File: src/rtl/matrix_pkg.sv
// Shared definitions for the matrix multiplier and its result reader:
// default dimensions, FSM state encodings and an index-width helper.
package matrix_pkg;

  localparam int DEF_DATA_WIDTH = 8;
  localparam int DEF_M          = 8;
  localparam int DEF_N          = 8;
  localparam int DEF_P          = 8;

  typedef enum logic {
    IDLE   = 1'b0,
    STREAM = 1'b1
  } state_e;

  function automatic int idx_w(input int n);
    return (n > 1) ? $clog2(n) : 1;
  endfunction

endpackage

File: src/rtl/matrix_result_reader.sv
// Captures a packed result matrix on done and streams it element by element over a
// valid/ready port. Define MATRIX_READER_COLMAJOR_EN for column-major order (default row-major).
module matrix_result_reader
  import matrix_pkg::*;
#(
  parameter int  DATA_WIDTH = DEF_DATA_WIDTH,
  parameter int  M          = DEF_M,
  parameter int  P          = DEF_P,
  localparam int RW         = idx_w(M),
  localparam int CW         = idx_w(P)
) (
  input  logic                      clk,
  input  logic                      rst_n,
  input  logic                      done,
  input  logic [M*P*DATA_WIDTH-1:0] result_c,
  output logic                      out_valid,
  input  logic                      out_ready,
  output logic [DATA_WIDTH-1:0]     out_data,
  output logic [RW-1:0]             out_row,
  output logic [CW-1:0]             out_col,
  output logic                      out_last,
  output logic                      busy,
  output logic                      overrun
);

  localparam int          OW      = idx_w(M*P*DATA_WIDTH);
  localparam logic [RW-1:0] ROW_MAX = RW'(M-1);
  localparam logic [CW-1:0] COL_MAX = CW'(P-1);
  localparam logic        SINGLE  = (M == 1) && (P == 1);

  state_e                      state_q;
  logic                        valid_q, busy_q, last_q, overrun_q;
  logic [DATA_WIDTH-1:0]       data_q;
  logic [RW-1:0]               row_q;
  logic [CW-1:0]               col_q;
  logic [M*P*DATA_WIDTH-1:0]   buf_q;

  logic                        xfer, final_xfer, cap;
  logic [RW-1:0]               row_nx;
  logic [CW-1:0]               col_nx;
  logic                        last_nx;
  logic [OW-1:0]               off_nx;
  logic [DATA_WIDTH-1:0]       elem_nx;

  always_comb begin
    xfer       = valid_q && out_ready;
    final_xfer = xfer && last_q;
    // A done is only accepted when the buffer is free or being freed this edge.
    cap        = done && ((state_q == IDLE) || final_xfer);
    row_nx     = row_q;
    col_nx     = col_q;
`ifdef MATRIX_READER_COLMAJOR_EN
    if (row_q == ROW_MAX) begin
      row_nx = '0;
      col_nx = col_q + 1'b1;
    end else begin
      row_nx = row_q + 1'b1;
    end
`else
    if (col_q == COL_MAX) begin
      col_nx = '0;
      row_nx = row_q + 1'b1;
    end else begin
      col_nx = col_q + 1'b1;
    end
`endif
    last_nx = (row_nx == ROW_MAX) && (col_nx == COL_MAX);
    off_nx  = OW'((int'(row_nx) * P + int'(col_nx)) * DATA_WIDTH);
    elem_nx = buf_q[off_nx +: DATA_WIDTH];
  end

  always_ff @(posedge clk) begin
    if (cap) buf_q <= result_c;
  end

  always_ff @(posedge clk or negedge rst_n) begin
    if (!rst_n) begin
      state_q   <= IDLE;
      valid_q   <= 1'b0;
      busy_q    <= 1'b0;
      last_q    <= 1'b0;
      overrun_q <= 1'b0;
      data_q    <= '0;
      row_q     <= '0;
      col_q     <= '0;
    end else begin
      if (cap) begin
        state_q <= STREAM;
        valid_q <= 1'b1;
        busy_q  <= 1'b1;
        last_q  <= SINGLE;
        data_q  <= result_c[DATA_WIDTH-1:0];
        row_q   <= '0;
        col_q   <= '0;
      end else begin
        case (state_q)
          IDLE: begin
            valid_q <= 1'b0;
            busy_q  <= 1'b0;
          end
          STREAM: begin
            if (done) overrun_q <= 1'b1;
            if (final_xfer) begin
              state_q <= IDLE;
              valid_q <= 1'b0;
              busy_q  <= 1'b0;
              last_q  <= 1'b0;
              data_q  <= '0;
              row_q   <= '0;
              col_q   <= '0;
            end else if (xfer) begin
              data_q <= elem_nx;
              row_q  <= row_nx;
              col_q  <= col_nx;
              last_q <= last_nx;
            end
          end
          default: state_q <= IDLE;
        endcase
      end
    end
  end

  assign out_valid = valid_q;
  assign out_data  = data_q;
  assign out_row   = row_q;
  assign out_col   = col_q;
  assign out_last  = last_q;
  assign busy      = busy_q;
  assign overrun   = overrun_q;

endmodule

File: config.mk
export PLATFORM = sky130hd
export DESIGN_NAME = matrix_result_reader
export DESIGN_NICKNAME = d
export VERILOG_FILES = /design/src/rtl/matrix_pkg.sv /design/src/rtl/matrix_result_reader.sv
export SDC_FILE = /design/constraint.sdc
export NUM_CORES = 1
export LEC_CHECK = 0
export CAP_MARGIN = 20
export CORE_MARGIN = 2
export CORE_UTILIZATION = 45
export DETAILED_ROUTE_END_ITERATION = 16
export GPL_ROUTABILITY_DRIVEN = 0
export PLACE_DENSITY_LB_ADDON = 0.12
export SLEW_MARGIN = 20
export SYNTH_ARGS = -nofsm -noshare
export SYNTH_HDL_FRONTEND = slang
export SYNTH_SLANG_ARGS = --single-unit
File: constraint.sdc
create_clock -name clk -period 56.2 [get_ports clk]
set_clock_uncertainty 0.2 [all_clocks]
set_input_delay 11.24 -clock clk [delete_from_list [all_inputs] [get_ports clk]]
set_output_delay 11.24 -clock clk [all_outputs]
set_load 0.005 [all_outputs]
==> results of run 1 <==
==> path summary, 6_finish.rpt <==
| check | depth (start not counted) | slack, ns | to | startpoint |
|---|---|---|---|---|
| setup / recovery | 9 | 42.65 | out_data[0] | out_ready |
| hold reg to reg | 1 | 0.27 | overrun | overrun |
| hold / removal | 1 | 0.27 | overrun | overrun |
| max in group asynchronous | 1 | 44.31 | out_row[2] | rst_n |
| min in group asynchronous | 1 | 10.94 | overrun | rst_n |
| setup reg to reg | 11 | 51.33 | out_data[1] | out_col[0] |
==> Yosys cell counts (all sizes together) <==
cell and number:
a32oi 48, a21boi 1, o211ai 8, dfrtp 18, a211oi 32, o22ai 2
nor2 14, or2 3, and3 8, and2 4, o311ai 8, a311oi 8
nand2b 5, ha 4, mux4 32, nor2b 1, nor3 1, o21ai 18
xnor2 2, a21oi 11, mux2i 73, a31o 1, a32o 24, nand2 197
o31ai 1, inv 6, nor4 8, nand3 27, nand4 8, clkbuf 34
buf 48, a21o 1, o21a 40, a31oi 1, or3 2, a221oi 16
mux2 17, edfxtp 512
==> layout by cell type, fill, tap and decap left out, types with 10 or more instances in the layout <==
cell type and n:
nand2_1 197, mux4_2 32, edfxtp_1 512, nor2_1 11, clkbuf_16 59, nand3_1 27, dfrtp_1 18, clkdlybuf4s50_1 533
bufinv_16 10, a32oi_1 48, clkinv_1 13, a211oi_1 32, mux2_2 17, o21a_1 40, diode_2 12, a21oi_1 11
o21ai_0 16, mux2i_1 73, a32o_1 24
==> layout make-up <==
type	instances	area share, %
antenna	12	0.1040
clock buffer	63	5.163
clock inverter	43	1.698
inverter	6	0.07796
multi-input combinational	626	16.43
sequential	530	54.78
tap	607	2.629
timing repair buffer	547	19.11
==> kinds of logic (layout without fill, tap and decap cells) <==
logic type	count (synthesis)	count (layout)
AO/OA/AOI/OAI	220	220
multiplexers	122	122
adder cells (fa/ha/maj)	4	4
AND/OR/NAND/NOR	278	278
flip-flops	530	530
XOR/XNOR	2	2
buffers and inverters	88	659
other	0	12
==> flip-flops by register name (all words and copies together), names as in the netlist <==
signal	count
buf_q	512
out_data	8
out_col	3
out_row	3
busy	1
out_last	1
overrun	1
state_q	1
==> power groups by stage <==
stage               clock network [W]  logic, W  registers [W]
global placement                    0  0.000409       0.000450
floorplan                           0  0.000242       0.000449
global route                 0.000417  0.000431       0.000442
finish                       0.000395  0.000405       0.000441
detailed placement                  0  0.000408       0.000450
CTS                          0.000402  0.000410       0.000442
==> critical path, delay by kind of cell <==
family,cells,cell delay (ns)
buf+inv,3,1.42
simple gates,2,0.30
compound gates,4,0.81
==> per-layer routing <==
metal | up-vias | GRT usage (%)
met5 | - | 0
met4 | 16 | 9.754
met3 | 119 | 8.903
met2 | 513 | 41.52
met1 | 6592 | 30.40
li1 | 6039 | -
==> per-stage QoR <==
stage | area (um2) | power [W] | setup WS [ns] | util [%] | cells
after floorplan | 21010 | 0.0006908 | 27.59 | - | 1244
after global placement | 26820 | 0.0008586 | 41.50 | 57.85 | 2314
after detailed placement | 26820 | 0.0008578 | 41.43 | 57.85 | 2314
after CTS | 28800 | 0.001254 | 42.09 | 62.12 | 2420
after global routing | 28880 | 0.001290 | 42.44 | 62.29 | 2430
final | 28890 | 0.001242 | 42.65 | 62.31 | 2434
==> results.toml, run 1 <==
[outcome]
status = "completed"

[power_and_ir_drop]
switching_share_pct = 32.96
pwr-share-seq_pct = 35.6
clock_power_share_pct = 31.9
p_comb_share_pct = 32.6
p_sw_w = 0.0004092
ir_worst_vdd_mv = 0.03791
power_density_nw_per_um2 = 42.98
p_int_w = 0.0008324
p_leak_nw = 9.687

[clocking]
clkTransAtPathRegs_ns = 0.06
ctsHoldBuffers = 0
htree_levels = 2
clock_path_buffers = 3
cts_resized = 0
cts_tree = "done"
clock_latency_ns = 0.61
post_cts_buffers = 0
numCtsBuffers = 57
cts_num_sinks = 530
cts_root_buf = "clkbuf_16"

[route]
wirelength_um = 62550
wl_met1_um = 23640
vias = 13280
dr.pass1.iters = 5
wl_met3_um = 5806
drc_errors = 0
routed_via_density = 5.456
ant_nets = 0
initialDrtViolationCount = 1161
highest_layer = "met5"
wl_per_cell_um = 25.70
dr_wl_met2_um = 30850

[global_route]
grt_max_degree = 226
first_global_vias = 13490
grt_remaining_overflow = 0
antenna_found_initial = 18
grt_usage_pct = 25.20
grt_pass1_wl_um = 86620

[logic_synthesis]
synth_area_leaders = "edfxtp_1 (73%), nand2_1 (3.5%), mux2i_1 (3.5%), mux4_2 (3.4%), dfrtp_1 (2.1%)"
yosysUniqueCellTypes = 50
ys_seq_area_share_pct = 75.33
synth_adder_area_share_pct = 0.2382
synth_fp_nets = 1764
ys_ff_latch = 530
synth_area_um2 = 21010
yosysTopAreaCellShare_pct = 73.19
synth_top_family_by_area = "compound AO/OA/AOI/OAI gates"
syn_inst = 1244
yosysWarnings = 0
synth_compound_area_share_pct = 8.523
synthMuxAreaShare_pct = 7.820
yosys.area_share.xor_xnor_pct = 0.1191
synth-simple-area-share_pct = 5.676
synth_area_per_cell_um2 = 16.89
synth_top_cell_by_area = "edfxtp_1"

[cells_and_area]
fill_cells = 3495
drive_gt1_share_pct = 9.587
area_growth_pct = 37.51
multi_input_area_um2 = 4747
nets = 2288
register_area_um2 = 15830

[placement]
numPortBuffers = 533
dpl.hpwl_um = 43910

[job]
maxCapViolations = 0

[floorplanning]
dieArea_um2 = 48430
initial_core_util_pct = 45.32
rows = 79
core_area_um2 = 46360
die_h_um = 220.1
die_w_um = 220.1
io_pins = 534

[sta]
maxSlewHeadroom_pct = 26.88
hold_viol = 0
rsz0062_at_grt = "false"
setup_viol = 0
final.setup.tns_ns = 0
fin_crit_sh_pct = 24.11
maxSlewViolCount = 0
holdWs_ns = 0.2748
clock.fmax_ghz = 0.07379
period_minus_slack_ns = 13.55
tightest_slew_ns = 1.097

[setup_path]
critical_path.max_fanout = 120
path_cells = "clkdlybuf4s50_1 > nand3_1 > a21boi_4 > buf_12 > buf_16 > nand2_1 > o311ai_1 > a311oi_1 > a221oi_2"
critPathArrivalTime_ns = 13.86
crit_path_max_incr_delay_ns = 0.49
critical_path_required_ns = 56.51
start_kind = "input pin"
crit_type = "input pin to flip-flop"
cp_slowest_cell = "clkdlybuf4s50_1"
endpoint_kind = "flip-flop"

[min_path]
min_path_type = "flip-flop to flip-flop"
Note: power is estimated with default switching activity, not from simulation.
==> inputs of run 2 (changes only) <==
==> constraint.sdc (replaced) <==
create_clock -name clk -period 12.59 [get_ports clk]
set_clock_uncertainty 0.2 [all_clocks]
set_input_delay 2.518 -clock clk [delete_from_list [all_inputs] [get_ports clk]]
set_output_delay 2.518 -clock clk [all_outputs]
set_load 0.005 [all_outputs]
==> results.toml, run 2 (synthesis results as in run 1) <==
[outcome]
status = "completed"

[clocking]
htree_levels = 2
ctsHoldBuffers = 0
clock_latency_ns = 0.61
cts_tree = "done"
cts_resized = 0
numCtsBuffers = 56
clock_path_buffers = 3
cts_root_buf = "clkbuf_16"
cts_num_sinks = 530
clkTransAtPathRegs_ns = 0.06
post_cts_buffers = 0

[sta]
maxSlewViolCount = 0
hold_viol = 0
clock.fmax_ghz = 0.2072
rsz0062_at_grt = "false"
fin_crit_sh_pct = 38.34
setup_viol = 0
tightest_slew_ns = 1.068
final.setup.tns_ns = 0
holdWs_ns = 0.2946
period_minus_slack_ns = 4.827
maxSlewHeadroom_pct = 28.80

[global_route]
grt_pass1_wl_um = 86570
grt_remaining_overflow = 0
grt_max_degree = 225
grt_usage_pct = 25.10
antenna_found_initial = 15
first_global_vias = 13400

[route]
dr.pass1.iters = 4
initialDrtViolationCount = 1297
drc_errors = 0
ant_nets = 0
wirelength_um = 62190
wl_per_cell_um = 25.60
vias = 13470
routed_via_density = 5.544

[setup_path]
rr_worst_depth = 9
critPathArrivalTime_ns = 5.10
start_kind = "flip-flop"
r2r-start = "out_col[1]"
critical_path_required_ns = 12.87
r2r_slack_ns = 7.76
r2r_end = "out_data[4]"
worstSetupStartpoint = "out_col[1]"
setup.worst_path.end = "out_data[4]"
critical_path.max_fanout = 68
crit_type = "flip-flop to flip-flop"
endpoint_kind = "flip-flop"

[cells_and_area]
final_cell_mix = "clkdlybuf4s50_1 (533), edfxtp_1 (512), nand2_1 (197), mux2i_1 (73), clkbuf_16 (58)"
regMostFlops = "buf_q"
fill_cells = 3446
final_common_cell = "clkdlybuf4s50_1"
register_area_um2 = 15830
nets = 2290
largest_register_ffs = 512
area_growth_pct = 36.83
drive_gt1_share_pct = 9.086
multi_input_area_um2 = 4747

[min_path]
min_path_type = "flip-flop to flip-flop"
min_delay_path_depth = 1

[power_and_ir_drop]
power_density_nw_per_um2 = 187.7
ir_worst_vdd_mv = 0.1367
p_leak_nw = 9.642

[floorplanning]
die_h_um = 220.1
die_w_um = 220.1
io_pins = 534
rows = 79
initial_core_util_pct = 45.32
core_area_um2 = 46360
dieArea_um2 = 48430

[placement]
dpl.hpwl_um = 43710
numPortBuffers = 533

[job]
maxCapViolations = 0
## run 2: cell count changes in the layout (fill, tap and decap cells not counted), sizes merged
cell / previous run / this run
buf: 14 / 17
clkbuf: 63 / 74
inv: 10 / 6
clkinv: 23 / 22
bufinv: 10 / 7
diode: 12 / 6
clkinvlp: 6 / 1
## run 2: per-stage QoR
step	area, um2	util (%)	cells	power, W	setup WS, ns
2_1_floorplan	21010	-	1244	0.003084	1.333
3_3_place_gp	26830	57.87	2317	0.003782	6.585
3_5_place_dp	26830	57.87	2317	0.003781	6.463
4_1_cts	28670	61.85	2421	0.005443	7.124
5_1_grt	28740	62.00	2427	0.005616	7.453
6_report	28750	62.01	2429	0.005395	7.763
## run 2: layout make-up
type                       count  area share (%)
sequential                   530           55.05
inverter                       6         0.07835
tap                          607           2.642
timing repair buffer         550           19.24
multi-input combinational    626           16.51
antenna                        6         0.05223
clock buffer                  74           5.258
clock inverter                30           1.158
## run 2: where the power goes
part           internal (W)  leakage (nW)  switching, W
Combinational      0.000702          3.94       0.00105
Clock              0.000985         0.896      0.000677
Sequential          0.00195          4.81     0.0000279
Total               0.00364          9.64       0.00176
## run 2: worst min-delay path by stage
stage	start	to	slack [ns]
final	overrun	overrun	0.29
after global routing	overrun	overrun	0.33
after CTS	overrun	overrun	0.31
after detailed placement	overrun	overrun	0.29
after global placement	overrun	overrun	0.27
after floorplan	overrun	overrun	0.27
## run 2: metal layers
metal  GRT usage [%]  share of wire, %  vias up
met4           6.801               2.3       20
li1                -                 -     6023
met3           7.260               9.0       95
met2           41.73                50      588
met1           32.26                39     6741
met5               0              0.20        -
## run 2: critical path, stage by stage, from the launching register on
cell      delay, ns
dfrtp_1        0.41
ha_1           0.20
ha_2           0.21
nor2_8         0.66
buf_4          0.74
buf_4          0.85
mux4_2         0.59
mux2_2         0.31
o211ai_1       0.34
a221oi_2       0.11
==> inputs of run 3 (changes only) <==
--- a/config.mk
+++ b/config.mk
@@ -7,7 +7,7 @@
 export LEC_CHECK = 0
 export CAP_MARGIN = 20
 export CORE_MARGIN = 2
-export CORE_UTILIZATION = 45
+export CORE_UTILIZATION = 44
 export DETAILED_ROUTE_END_ITERATION = 16
 export GPL_ROUTABILITY_DRIVEN = 0
 export PLACE_DENSITY_LB_ADDON = 0.12
==> constraint.sdc (replaced) <==
create_clock -name clk -period 4 [get_ports clk]
set_clock_uncertainty 0.2 [all_clocks]
set_input_delay 0.8 -clock clk [delete_from_list [all_inputs] [get_ports clk]]
set_output_delay 0.8 -clock clk [all_outputs]
set_load 0.005 [all_outputs]
==> results.toml, run 3 (synthesis results as in run 1) <==
[cells_and_area]
final_util_pct = 61.03
regMostFlops = "buf_q"
largest_register_ffs = 512
final_cell_mix = "clkdlybuf4s50_1 (532), edfxtp_1 (512), nand2_1 (197), mux2i_1 (73), clkbuf_16 (57)"
final_common_cell = "clkdlybuf4s50_1"
fill_cells = 3587
instances_no_fill = 2453
area_growth_pct = 37.84
nets = 2301
drive_gt1_share_pct = 9.748

[min_path]
min_path_type = "flip-flop to flip-flop"

[setup_path]
r2r_slack_ns = 0.40
critical_path_required_ns = 4.29
critPathArrivalTime_ns = 3.90
critical_path.max_fanout = 45
crit_family = "compound AO/OA/AOI/OAI gates"
path_cells = "ha_1 > ha_2 > buf_4 > or2_4 > buf_12 > nand2_1 > a32o_1 > o311ai_1 > a311oi_1 > a221oi_2"
start_kind = "flip-flop"
endpoint_kind = "flip-flop"
crit_type = "flip-flop to flip-flop"
cp_slowest_cell = "o311ai_1"
crit_path_max_incr_delay_ns = 0.48
cp.buffers_inverters = 2

[global_route]
grt_usage_pct = 25.79
grt_pass1_wl_um = 91970
grt_max_degree = 129
grt_remaining_overflow = 0
antenna_found_initial = 18
first_global_vias = 13910

[clocking]
cts_root_buf = "clkbuf_16"
cts_num_sinks = 530
htree_levels = 2
post_cts_buffers = 0
numCtsBuffers = 54
clock_path_buffers = 3
cts_tree = "done"
clkTransAtPathRegs_ns = 0.06
clock_latency_ns = 0.61

[route]
highest_layer = "met5"
wl_met1_um = 25030
dr_wl_met2_um = 31950
drc_errors = 0
routed_via_density = 5.581
wl_met3_um = 5698
initialDrtViolationCount = 1387
dr.pass1.iters = 7
vias = 13690
ant_nets = 0
wl_per_cell_um = 26.42
wirelength_um = 64800

[placement]
dp_cells = 2339
dpl.hpwl_um = 47790
numPortBuffers = 533

[sta]
hold_viol = 0
period_minus_slack_ns = 3.602
maxSlewViolCount = 0
tightest_slew_ns = 1.015
clock.fmax_ghz = 0.2776
fin_crit_sh_pct = 90.05
maxSlewHeadroom_pct = 32.36
rsz0062_at_grt = "false"
setup_viol = 0
final.setup.tns_ns = 0

[outcome]
status = "completed"

[floorplanning]
die_h_um = 222.5
rows = 80
initial_core_util_pct = 44.28
dieArea_um2 = 49510
io_pins = 534
die_w_um = 222.5
core_area_um2 = 47450

[power_and_ir_drop]
p_comb_share_pct = 32.8
ir_worst_vdd_mv = 0.4673
power_density_nw_per_um2 = 587.9
p_int_w = 0.01161
p_sw_w = 0.005419
switching_share_pct = 31.83
clock_power_share_pct = 30.8
p_total_w = 0.01702
p_leak_nw = 9.739
pwr-share-seq_pct = 36.5

[job]
maxCapViolations = 0
run 3: cell types whose count changed in the layout (fill, tap and decap cells not counted), sizes merged:
| cell | change |
|---|---|
| clkbuf | -8 |
| buf | +13 |
| dlygate4sd3 | +1 |
| inv | +1 |
| bufinv | +1 |
| clkdlybuf4s50 | -1 |
| diode | +6 |
| clkinv | +3 |
run 3: final timing paths:
path | startpoint | endpoint | depth (start not counted)
max | out_col[1] | out_data[0] | 10
min | overrun | overrun | 1
max reg2reg | out_col[1] | out_data[0] | 10
min reg2reg | overrun | overrun | 1
max in group asynchronous | rst_n | out_data[4] | 2
min in group asynchronous | rst_n | out_last | 2
run 3: metrics by stage:
step	instance area (um2)	setup WS, ns	hold slack, ns
6_report	28960	0.3981	0.2813
5_1_grt	28960	0.2101	0.2877
4_1_cts	28920	0.5006	0.2809
3_5_place_dp	27090	0.5205	0.2600
3_3_place_gp	27090	0.6213	0.2655
2_1_floorplan	21030	0.2818	0.2663
run 3: routing by layer:
layer | vias up | track usage (%)
li1 | 6060 | -
met2 | 640 | 42.25
met3 | 114 | 7.392
met5 | - | 0
met1 | 6864 | 32.78
met4 | 12 | 9.548
run 3: cell type report:
type / instances / area (um2) / area share [%]
Clock inverter: 35 / 370.4 / 1.279
Sequential cell: 530 / 15830 / 54.65
Inverter: 6 / 22.52 / 0.07777
Multi-Input combinational cell: 626 / 4747 / 16.39
Antenna cell: 12 / 30.03 / 0.1037
Timing Repair Buffer: 563 / 5733 / 19.80
Clock buffer: 66 / 1460 / 5.042
Tap cell: 615 / 769.5 / 2.657
run 3: what timing repair did:
action                                  4_1_cts  5_1_grt
hold endpoints to repair                      0       18
endpoints found under the setup margin        0        0
hold buffers                                  0        1
gates resized for setup                       0        0
run 3: power by group through the flow:
stage          logic, W  clock network, W  registers, W
2_1_floorplan   0.00340                 0       0.00631
3_3_place_gp    0.00552                 0       0.00633
3_5_place_dp    0.00560                 0       0.00633
4_1_cts         0.00562           0.00533       0.00621
5_1_grt         0.00596           0.00553       0.00622
6_report        0.00558           0.00524       0.00621
